===== config.mk =====
export PLATFORM = sky130hd
export DESIGN_NAME = div_ctrl
export DESIGN_NICKNAME = d
export VERILOG_FILES = /design/src/rtl/div_ctrl_pkg.sv /design/src/rtl/div_ctrl.sv
export SDC_FILE = /design/constraint.sdc
export NUM_CORES = 1
export LEC_CHECK = 0
export ABC_AREA = 0
export BUFFER_PORTS_ARGS = -buffer_cell sky130_fd_sc_hd__clkbuf_2
export CELL_PAD_IN_SITES_DETAIL_PLACEMENT = 1
export CELL_PAD_IN_SITES_GLOBAL_PLACEMENT = 2
export CORE_MARGIN = 1
export CORE_UTILIZATION = 20
export CTS_BUF_LIST = sky130_fd_sc_hd__clkbuf_16
export DETAILED_ROUTE_END_ITERATION = 10
export GPL_TIMING_DRIVEN = 1
export PLACE_DENSITY_LB_ADDON = 0.1
export SETUP_SLACK_MARGIN = 0.2
export SYNTH_ARGS = -nofsm -noshare
export SYNTH_HDL_FRONTEND = slang
export SYNTH_SLANG_ARGS = --single-unit

===== constraint.sdc =====
create_clock -name clk -period 2.6 [get_ports clk]
set_input_delay 0.13 -clock clk [delete_from_list [all_inputs] [get_ports clk]]
set_output_delay 0.13 -clock clk [all_outputs]
set_load 0.005 [all_outputs]

===== src/rtl/div_ctrl_pkg.sv =====
// Shared constants and types for the EX-stage divider sequencer.
// Keeps the historic define.v names available as package localparams.
package div_ctrl_pkg;

    localparam int REG_W        = 32;
    localparam int REG_DOUBLE_W = 64;
    localparam int TIMER_W      = 6;

    localparam logic [REG_W-1:0] ZERO_WORD  = '0;
    localparam logic             DIV_START  = 1'b1;
    localparam logic             DIV_STOP   = 1'b0;
    localparam logic             RST_ENABLE = 1'b1;

    // Watchdog limit in RUN cycles; must exceed the divider's 35-cycle worst case.
    localparam int DIV_CTRL_TIMEOUT = 40;

    typedef enum logic {
        DIV_CTRL_IDLE = 1'b0,
        DIV_CTRL_RUN  = 1'b1
    } div_ctrl_state_e;

endpackage


===== src/rtl/div_ctrl.sv =====
// Sequencer for the iterative divider: latches operands, drives start/annul,
// stalls EX until the result arrives, then emits a one-cycle HI/LO write.
module div_ctrl
    import div_ctrl_pkg::*;
#(
    parameter int TIMEOUT = DIV_CTRL_TIMEOUT
) (
    input  logic                    clk,
    input  logic                    rst,
    input  logic                    ex_div_req_i,
    input  logic                    ex_signed_i,
    input  logic [REG_W-1:0]        ex_opdata1_i,
    input  logic [REG_W-1:0]        ex_opdata2_i,
    input  logic                    flush_i,
    input  logic [REG_DOUBLE_W-1:0] div_result_i,
    input  logic                    div_ready_i,
    output logic                    div_start_o,
    output logic                    div_annul_o,
    output logic                    div_signed_o,
    output logic [REG_W-1:0]        div_opdata1_o,
    output logic [REG_W-1:0]        div_opdata2_o,
    output logic                    stallreq_o,
    output logic                    whilo_o,
    output logic [REG_W-1:0]        hi_o,
    output logic [REG_W-1:0]        lo_o,
    output logic                    err_o
);

    localparam logic [TIMER_W-1:0] TIMER_LAST = TIMER_W'(TIMEOUT - 1);

    div_ctrl_state_e    state, next_state;
    logic [TIMER_W-1:0] timer;
    logic               load;
    logic               finish;
    logic               abort;

    // NOTE: every output of this block is given a default before the case so
    // that no path leaves a signal unassigned and infers a latch.
    always_comb begin
        next_state  = state;
        load        = 1'b0;
        finish      = 1'b0;
        abort       = 1'b0;
        stallreq_o  = 1'b0;
        div_annul_o = 1'b0;
        whilo_o     = 1'b0;
        hi_o        = ZERO_WORD;
        lo_o        = ZERO_WORD;

        case (state)
            DIV_CTRL_IDLE: begin
                // Stale div_ready_i from the previous operation is ignored here.
                if (ex_div_req_i && !flush_i) begin
                    stallreq_o = 1'b1;
                    load       = 1'b1;
                    next_state = DIV_CTRL_RUN;
                end
            end
            DIV_CTRL_RUN: begin
                if (flush_i) begin
                    div_annul_o = 1'b1;
                    finish      = 1'b1;
                    next_state  = DIV_CTRL_IDLE;
                end else if (timer == TIMER_LAST) begin
                    div_annul_o = 1'b1;
                    abort       = 1'b1;
                    finish      = 1'b1;
                    next_state  = DIV_CTRL_IDLE;
                end else if (div_ready_i) begin
                    whilo_o    = 1'b1;
                    hi_o       = div_result_i[REG_DOUBLE_W-1:REG_W];
                    lo_o       = div_result_i[REG_W-1:0];
                    finish     = 1'b1;
                    next_state = DIV_CTRL_IDLE;
                end else begin
                    stallreq_o = 1'b1;
                end
            end
            default: next_state = DIV_CTRL_IDLE;
        endcase
    end

    // NOTE: state registers use non-blocking assignments so every flop samples
    // pre-edge values regardless of statement order.
    // NOTE: the operand registers are reset too, since the divider shares rst
    // and must see zeroed operands after a mid-operation reset.
    always_ff @(posedge clk) begin
        if (rst == RST_ENABLE) begin
            state         <= DIV_CTRL_IDLE;
            timer         <= '0;
            div_start_o   <= DIV_STOP;
            div_signed_o  <= 1'b0;
            div_opdata1_o <= ZERO_WORD;
            div_opdata2_o <= ZERO_WORD;
            err_o         <= 1'b0;
        end else begin
            state <= next_state;
            err_o <= abort;
            if (load) begin
                div_opdata1_o <= ex_opdata1_i;
                div_opdata2_o <= ex_opdata2_i;
                div_signed_o  <= ex_signed_i;
                div_start_o   <= DIV_START;
                timer         <= '0;
            end else if (finish) begin
                // Dropping start for at least one edge lets the divider leave DivEnd.
                div_start_o <= DIV_STOP;
            end else if (state == DIV_CTRL_RUN && timer != '1) begin
                timer <= timer + TIMER_W'(1);
            end
        end
    end

endmodule


==> results of run 1 <==
repair_timing:
item / 4_1_cts / 5_1_grt
resized for setup: 0 / 3
cloned: 0 / 2
hold buffers: 41 / 0
pin swaps: 0 / 0
setup endpoints to repair: 13 / 64
hold endpoints to repair: 41 / 0
stage by stage:
stage                     cells  worst slack, ns  total power, µW  util, %  instance area (µm²)
after floorplan             407            0.796             1360        -                 3140
after global placement      862            0.633             1550     30.5                 4650
after detailed placement    862            0.551             1560     30.5                 4650
after CTS                   919            0.168             2990     35.2                 5380
after global routing        921            0.215             3080     35.4                 5400
final                       921            0.320             2930     35.4                 5400
sequential cells by signal, summed over array words and instances (netlist names):
name / flops
timer: 6
div_start_o: 1
div_signed_o: 1
err_o: 1
div_opdata1_o: 32
state: 1
div_opdata2_o: 32
cell type report:
cell class              count  area (µm²)  area share (%)
multi-input cells         303        1520            28.2
flip-flops and latches     74        1480            27.4
well taps                 211         264            4.89
clock buffers               9         225            4.17
repair buffers            314        1800            33.4
clock inverters             7        92.6            1.71
inverters                   3        11.3           0.208
Yosys cell counts, types with 2 or more instances:
| master | instances |
|---|---|
| clkbuf_1 | 18 |
| nor2_1 | 4 |
| a311oi_1 | 2 |
| and2_1 | 64 |
| xor2_1 | 2 |
| buf_1 | 4 |
| nor3b_1 | 3 |
| or3_1 | 2 |
| o21ai_0 | 3 |
| a21oi_1 | 69 |
| nand2_1 | 133 |
| nor2b_1 | 3 |
| dfxtp_1 | 74 |
| inv_1 | 2 |
| buf_6 | 6 |
| nand3_1 | 3 |
power by group through the flow:
stage	Combinational, µW	Clock (µW)	Sequential, µW
floorplan	121	0	1240
global placement	320	0	1230
detailed placement	324	0	1230
CTS	375	1400	1210
global route	413	1450	1220
finish	369	1350	1210
cell families (layout without fill, tap and decap cells):
group,after synthesis,count (layout)
AND/OR/NAND/NOR,220,222
AO/OA/AOI/OAI,78,78
flip-flops,74,74
buffers and inverters,32,333
XOR/XNOR,2,2
adder cells (fa/ha/maj),1,1
critical path: stages, from the launching register on:
cell	delay, ns
dfxtp_1	0.38
ha_2	0.24
nand2_1	0.08
or4_4	0.49
and4_4	0.32
and2_1	0.18
clkbuf_2	0.12
how the worst min path moves through the flow:
stage	to	depth (start not counted)	slack [ns]	startpoint
after floorplan	err_o	1	0.21	flush_i
after global placement	div_opdata2_o[5]	3	0.35	ex_opdata2_i[5]
after detailed placement	div_opdata2_o[2]	3	0.36	ex_opdata2_i[2]
after CTS	div_opdata1_o[20]	3	0.0002	ex_opdata1_i[20]
after global routing	div_opdata2_o[26]	3	0.01	ex_opdata2_i[26]
final	div_opdata1_o[0]	3	0.01	ex_opdata1_i[0]
per-layer routing:
| metal | vias to the layer above | global-route usage [%] |
|---|---|---|
| met5 | - | 0 |
| met4 | 0 | 5.25 |
| met3 | 11 | 5.61 |
| met2 | 148 | 29.4 |
| met1 | 1787 | 15.0 |
| li1 | 1908 | - |
==> results.yml, run 1 <==
critical_path:
  critical_path_class: "reg2out"
  r2r_setup_slack_ns: 0.96
  critPathMaxFanout: 32
  critical_path_required_ns: 2.47
  r2r-end: "state"
  setup.worst_path.end: "lo_o[17]"
  worstSetupEndpointType: "primary output"
  arrival_ns: 2.15
  reg2reg_depth: 5
  r2r-start: "timer[0]"
  crit_path_start: "timer[0]"
  startpoint_type: "register"
timing:
  rsz0062_at_grt: "no"
  fmax_mhz: 439
  finalCriticalPeriod_ns: 2.28
  finalClockSkew_ns: 0.00685
  tightest_slew_ns: 0.490
  period_share_pct: 87.7
  finalHoldViolations: 0
  hold-worst-slack_ns: 0.0124
  final-setup-viol-count: 0
  setup_tns_ns: 0
  maxSlewHeadroom_pct: 67.3
  slew_viol_final: 0
route:
  route.met3.wl_um: 1040
  wl_met1_um: 4940
  viasPerCell: 4.18
  route.met2.wl_um: 6880
  drc: 0
  wl_um: 13000
  drt_iter0_markers: 82
  vias: 3854
  firstDrtPassIters: 4
  wire_per_inst_um: 14.1
  ant_nets: 0
  top_layer: "met4"
run:
  drv_cap: 0
pwr:
  p_per_area_nw_per_um2: 542
  ir_drop_mv: 0.244
  p_int_uw: 2220
  power_switching_uw: 706
  power_frac_seq_pct: 41.3
  p_leak_uw: 0.00264
  power_frac_clock_pct: 46.0
  p_comb_share_pct: 12.6
  switching_share_pct: 24.1
yosys:
  postSynthAreaPerCell_um2: 7.70
  synth_compound_area_share_pct: 13.2
  synth_xor_area_share_pct: 0.559
  synthTopCellsByArea: "dfxtp_1 47%, nand2_1 16%, and2_1 13%"
  synth-simple-area-share_pct: 33.3
  synth_top_family_by_area: "simple AND/OR/NAND/NOR gates"
  synth.largest_area_cell: "dfxtp_1"
  async_flop_share_pct: 0
  synth_adder_area_share_pct: 0.399
  ys_types: 31
  synthCells: 407
  yosys.area.top_type_share_pct: 47.2
  synthMuxAreaShare_pct: 0
  ys_ff_latch: 74
  yosysWarnings: 0
  netlist_area_um2: 3140
  synth-main-ff-cell: "dfxtp_1"
  seq_area_frac_synth_pct: 47.2
  synth_edf_count: 0
  synthesis.nets: 542
cells_and_area:
  mostFrequentLayoutCells: "267 x clkbuf_2, 133 x nand2_1, 74 x dfxtp_1"
  drive_gt1_share_pct: 41.8
  syn2layout_area_growth_pct: 72.3
  fillers: 1904
  nNetsFinal: 840
  final_common_cell: "clkbuf_2"
  antenna_cells: 0
clocking:
  cts_tree: "done"
  insertion_delay_ns: 0.34
  root_buffer: "clkbuf_16"
  numCtsBuffers: 9
  cts_buffer_depth: 2
  cts_sinks: 74
  cts_setup_buffers: 0
  clk_pin_slew_worst_paths_ns: 0.06
  h-tree-depth: 3
outcome:
  status: "complete, no violations"
min_path:
  min_path_type: "in2reg"
global_route:
  grt_overflow_total: 0
  grt_usage_pct: 15.3
  grt_max_degree: 68
  antenna_found_initial: 0
  grt_pass1_wl_um: 19000
  grt_pass1_vias: 3675
place:
  hpwlAfterDp_um: 9220
  gp_congestion: 0.756
  io_buffers: 267
floorplanning:
  placeableCoreArea_um2: 15300
  start_util_pct: 20.5
  fp.dieH_um: 127
  rows: 45
  die_w_um: 127
  dieArea_um2: 16200
  ioPinCount: 268
Note: power is estimated with default switching activity, not from simulation.
==> inputs of run 2 (changes only) <==
- CTS_BUF_LIST: sky130_fd_sc_hd__clkbuf_16 -> default
- clock period: 2.6 -> 2.9 ns (I/O delays scaled with it)
==> run 2 against run 1 <==
  * Register-to-register slack is essentially flat
  * Worst setup slack gained 0.18 ns
  * Flip-flop and latch count is the same
  * Worst hold slack gained 0.010 ns
  * Via count shrank 4.8%
  * Sequential power shrank 11%
  * Non-clock buffer count shrank 43
  * Routed wire length shrank 6.1%
==> results.yml, run 2 (same netlist as run 1, synthesis figures left out) <==
critical_path:
  arrival_ns: 2.25
  crit_path_top_delay_cell: "or4_4"
  path_cells: "ha_1, nand2_1, or4_4, and4_4, and2_1, clkbuf_2"
  setup.worst_path.end: "lo_o[3]"
  r2r-end: "timer[4]"
  critPathMaxFanout: 65
  crit_path_start: "timer[0]"
  crit_path_max_incr_delay_ns: 0.46
  critical_path_required_ns: 2.76
  r2r-start: "state"
  startpoint_type: "register"
  worstSetupEndpointType: "primary output"
  r2r_setup_slack_ns: 0.95
  critical_path_class: "reg2out"
  reg2reg_depth: 5
pwr:
  p_per_area_nw_per_um2: 507
  p_leak_uw: 0.00245
  p_total_uw: 2500
  ir_drop_mv: 0.246
route:
  ant_nets: 0
  drc: 0
  vias: 3669
  wire_per_inst_um: 14.0
  wl_um: 12200
  drt_iter0_markers: 97
  viasPerCell: 4.19
  firstDrtPassIters: 4
place:
  dp.cells: 860
  io_buffers: 267
  gp_congestion: 0.753
  hpwlAfterDp_um: 9130
  place_ws_ns: 0.857
timing:
  fmax_mhz: 417
  slew_viol_final: 0
  tightest_slew_ns: 0.755
  finalHoldViolations: 0
  period_share_pct: 82.7
  rsz0062_at_grt: "no"
  finalCriticalPeriod_ns: 2.40
  final-setup-viol-count: 0
  finalClockSkew_ns: 0.00479
  maxSlewHeadroom_pct: 49.7
  hold-worst-slack_ns: 0.0227
  fin_ws_ns: 0.502
  setup_tns_ns: 0
clocking:
  numCtsBuffers: 9
  cts_tree: "done"
  h-tree-depth: 3
  cts_buffer_depth: 2
  root_buffer: "clkbuf_16"
  postCtsHoldBufs: 0
  insertion_delay_ns: 0.34
  cts_setup_buffers: 0
  clk_pin_slew_worst_paths_ns: 0.06
  cts_sinks: 74
  cts_resized: 0
global_route:
  use_met3_pct: 5.74
  grt_pass1_vias: 3622
  grt_pass1_wl_um: 18800
  grt_overflow_total: 0
  grt_usage_pct: 15.0
  grt_use_met1_pct: 15.1
  antenna_found_initial: 0
  grt_max_degree: 68
  busiest_layer: "met2"
  met2_usage_pct: 28.2
floorplanning:
  rows: 45
  ioPinCount: 268
  die_w_um: 127
  dieArea_um2: 16200
  start_util_pct: 20.5
  fp.dieH_um: 127
  placeableCoreArea_um2: 15300
min_path:
  min_path_type: "in2reg"
  min_from: "ex_opdata1_i[31]"
cells_and_area:
  nNetsFinal: 795
  antenna_cells: 0
  syn2layout_area_growth_pct: 57.5
  final_common_cell: "clkbuf_2"
  mostFrequentLayoutCells: "267 x clkbuf_2, 133 x nand2_1, 74 x dfxtp_1"
  drive_gt1_share_pct: 43.9
  stdcell_count: 876
  reg_top3: "div_opdata1_o: 32 flops, div_opdata2_o: 32 flops, timer: 6 flops"
run:
  drv_cap: 0
outcome:
  status: "complete, no violations"
[run 2: per-stage QoR]
step                instance area [µm²]  utilization (%)
CTS                                4940             32.4
detailed placement                 4630             30.4
floorplan                          3140                -
global placement                   4630             30.4
finish                             4940             32.4
global route                       4940             32.4
[run 2: critical path, delay by kind of cell (launching register included)]
family                     cells  cell delay, ns
buffers and inverters          1            0.13
DFF                            1            0.37
adders and majority gates      1            0.25
and+or+nand+nor                4            1.14
[run 2: cell type report]
| class | count | area [µm²] |
|---|---|---|
| Clock inverter | 6 | 65.1 |
| Sequential cell | 74 | 1480 |
| Clock buffer | 10 | 239 |
| Multi-Input combinational cell | 301 | 1500 |
| Timing Repair Buffer | 271 | 1380 |
| Inverter | 3 | 11.3 |
| Tap cell | 211 | 264 |
| Fill cell | 1937 | 10300 |
[run 2: metal layers]
metal,up-vias,share of wire [%]
met2,149,52
met3,14,8.9
met1,1690,37
met4,0,1.5
li1,1816,-
met5,-,0
[run 2: worst min path at each step]
stage,endpoint,slack [ns],cells after the start
after global routing,div_opdata2_o[31],0.02,3
final,div_opdata1_o[31],0.02,3
after detailed placement,div_opdata2_o[16],0.38,3
after CTS,div_opdata1_o[31],0.008,3
after global placement,div_opdata2_o[5],0.37,3
after floorplan,err_o,0.22,1
[run 2: power breakdown]
| part | leakage [µW] | total, µW | internal (µW) | switching, µW |
|---|---|---|---|---|
| clock network | 0.000149 | 1140 | 691 | 446 |
| logic | 0.00169 | 282 | 138 | 144 |
| registers | 0.000604 | 1080 | 1060 | 23.2 |
==> inputs of run 3 (changes only) <==
- CORE_UTILIZATION: 20 -> 18
- clock period: 2.9 -> 2.42 ns (I/O delays scaled with it)
==> run 3 against run 2 <==
  * Clock power is 18% higher
  * Non-clock buffer count up 45
  * Power is 22% higher
  * Final cell count is 6.5% higher
  * Clock-buffer cell count up 1
  * Cell area grew 10%
  * Die area up 11%
  * Flip-flop and latch count is the same
  * Clock skew fell by 0.0024 ns
  * Register-to-register slack worse by 0.37 ns
  * Sequential share of layout area is 2.7 points lower
  * Largest power group unchanged
  * Critical path depth stayed put
==> results.yml, run 3 (same netlist as run 1, synthesis figures left out) <==
outcome:
  status: "complete, no violations"
cells_and_area:
  fillers: 2119
  antenna_cells: 0
  nNetsFinal: 845
  stdcell_area_um2: 5430
  drive_gt1_share_pct: 42.1
  mostFrequentLayoutCells: "267 x clkbuf_2, 133 x nand2_1, 74 x dfxtp_1"
  reg_top3: "div_opdata1_o: 32 flops, div_opdata2_o: 32 flops, timer: 6 flops"
  final_common_cell: "clkbuf_2"
  syn2layout_area_growth_pct: 73.3
clocking:
  root_buffer: "clkbuf_16"
  cts_buffer_depth: 2
  cts_sinks: 74
  insertion_delay_ns: 0.33
  numCtsBuffers: 9
  clk_pin_slew_worst_paths_ns: 0.06
  h-tree-depth: 3
  cts_tree: "done"
timing:
  rsz0062_at_grt: "no"
  finalHoldViolations: 0
  fin_ws_ns: 0.265
  fmax_mhz: 464
  setup_tns_ns: 0
  slew_viol_final: 0
  finalClockSkew_ns: 0.00236
  maxSlewHeadroom_pct: 63.5
  period_share_pct: 89.0
  final-setup-viol-count: 0
  finalCriticalPeriod_ns: 2.15
  tightest_slew_ns: 0.547
global_route:
  grt_pass1_wl_um: 20900
  antenna_found_initial: 0
  grt_pass1_vias: 3801
  grt_overflow_total: 0
  grt_usage_pct: 15.1
  grt_max_degree: 53
min_path:
  min_path_type: "in2reg"
  min_path_cells: 3
critical_path:
  reg2reg_depth: 5
  arrival_ns: 2.03
  worstSetupEndpointType: "primary output"
  critical_path_required_ns: 2.30
  r2r_setup_slack_ns: 0.58
  startpoint_type: "register"
  critPathMaxFanout: 16
  critical_path_class: "reg2out"
place:
  gp_congestion: 0.787
  io_buffers: 267
  dpl_cell_area_um2: 4670
  hpwlAfterDp_um: 10000
  place_ws_ns: 0.409
route:
  ant_nets: 0
  firstDrtPassIters: 4
  vias: 3902
  drc: 0
  wire_per_inst_um: 15.1
  wl_um: 14100
  drt_iter0_markers: 72
  viasPerCell: 4.18
floorplanning:
  dieArea_um2: 18000
  rows: 47
  placeableCoreArea_um2: 16800
  ioPinCount: 268
  die_w_um: 134
  fp.dieH_um: 134
  start_util_pct: 18.6
pwr:
  power_switching_uw: 718
  switching_share_pct: 23.6
  p_leak_uw: 0.00265
  ir_drop_mv: 0.256
  power_frac_seq_pct: 42.8
  power_frac_clock_pct: 43.9
  p_comb_share_pct: 13.4
  p_int_uw: 2320
  p_per_area_nw_per_um2: 560
run:
  drv_cap: 0
==> run 3: path summary, 6_finish.rpt <==
check | endpoint | from
max | lo_o[10] | timer[0]
min | div_opdata1_o[27] | ex_opdata1_i[27]
max reg2reg | timer[5] | state
min reg2reg | div_opdata1_o[21] | div_opdata1_o[21]
==> run 3: cell type report <==
type                    count  area [µm²]  share of cell area, %
well taps                 220         275                   5.07
clock buffers              11         253                   4.65
multi-input cells         306        1550                   28.6
repair buffers            316        1820                   33.5
inverters                   3        11.3                  0.207
flip-flops and latches     74        1480                   27.3
clock inverters             3        40.0                  0.737
==> run 3: through the flow <==
| stage | hold slack (ns) | std cells | util (%) | power [µW] |
|---|---|---|---|---|
| global route | 0.00428 | 933 | 32.3 | 3220 |
| detailed placement | 0.353 | 872 | 27.7 | 1680 |
| CTS | 0.000462 | 929 | 32.1 | 3120 |
| global placement | 0.345 | 872 | 27.7 | 1670 |
| finish | 0.0115 | 933 | 32.3 | 3040 |
| floorplan | 0.197 | 407 | - | 1460 |
==> run 3: power by group through the flow <==
stage               Sequential [µW]  Clock, µW  Combinational (µW)
floorplan                      1330          0                 130
global placement               1320          0                 350
detailed placement             1330          0                 356
CTS                            1300       1400                 415
global route                   1310       1460                 453
finish                         1300       1340                 407
==> run 3: worst max-delay path, stage by stage, from the launching register on <==
cell and delay, ns:
dfxtp_1 0.37, ha_2 0.21, nand2_1 0.09, or4_4 0.49, and4_4 0.25, and2_1 0.17, clkbuf_2 0.11
==> run 3: what timing repair did <==
action,in CTS,in global routing
hold endpoints to repair,41,0
resized for setup,2,3
setup endpoints to repair,64,64
gates cloned,2,3
hold buffers,41,0
buffers inserted,0,1
pin swaps,1,0
==> run 3: routing by layer <==
layer	up-vias	track usage (%)	routed length (µm)	share of wire, %
met4	0	5.30	212	1.5
met1	1810	15.3	5300	38
li1	1929	-	-	-
met3	13	3.93	1000	7.1
met5	-	0	0	0
met2	150	29.4	7600	54
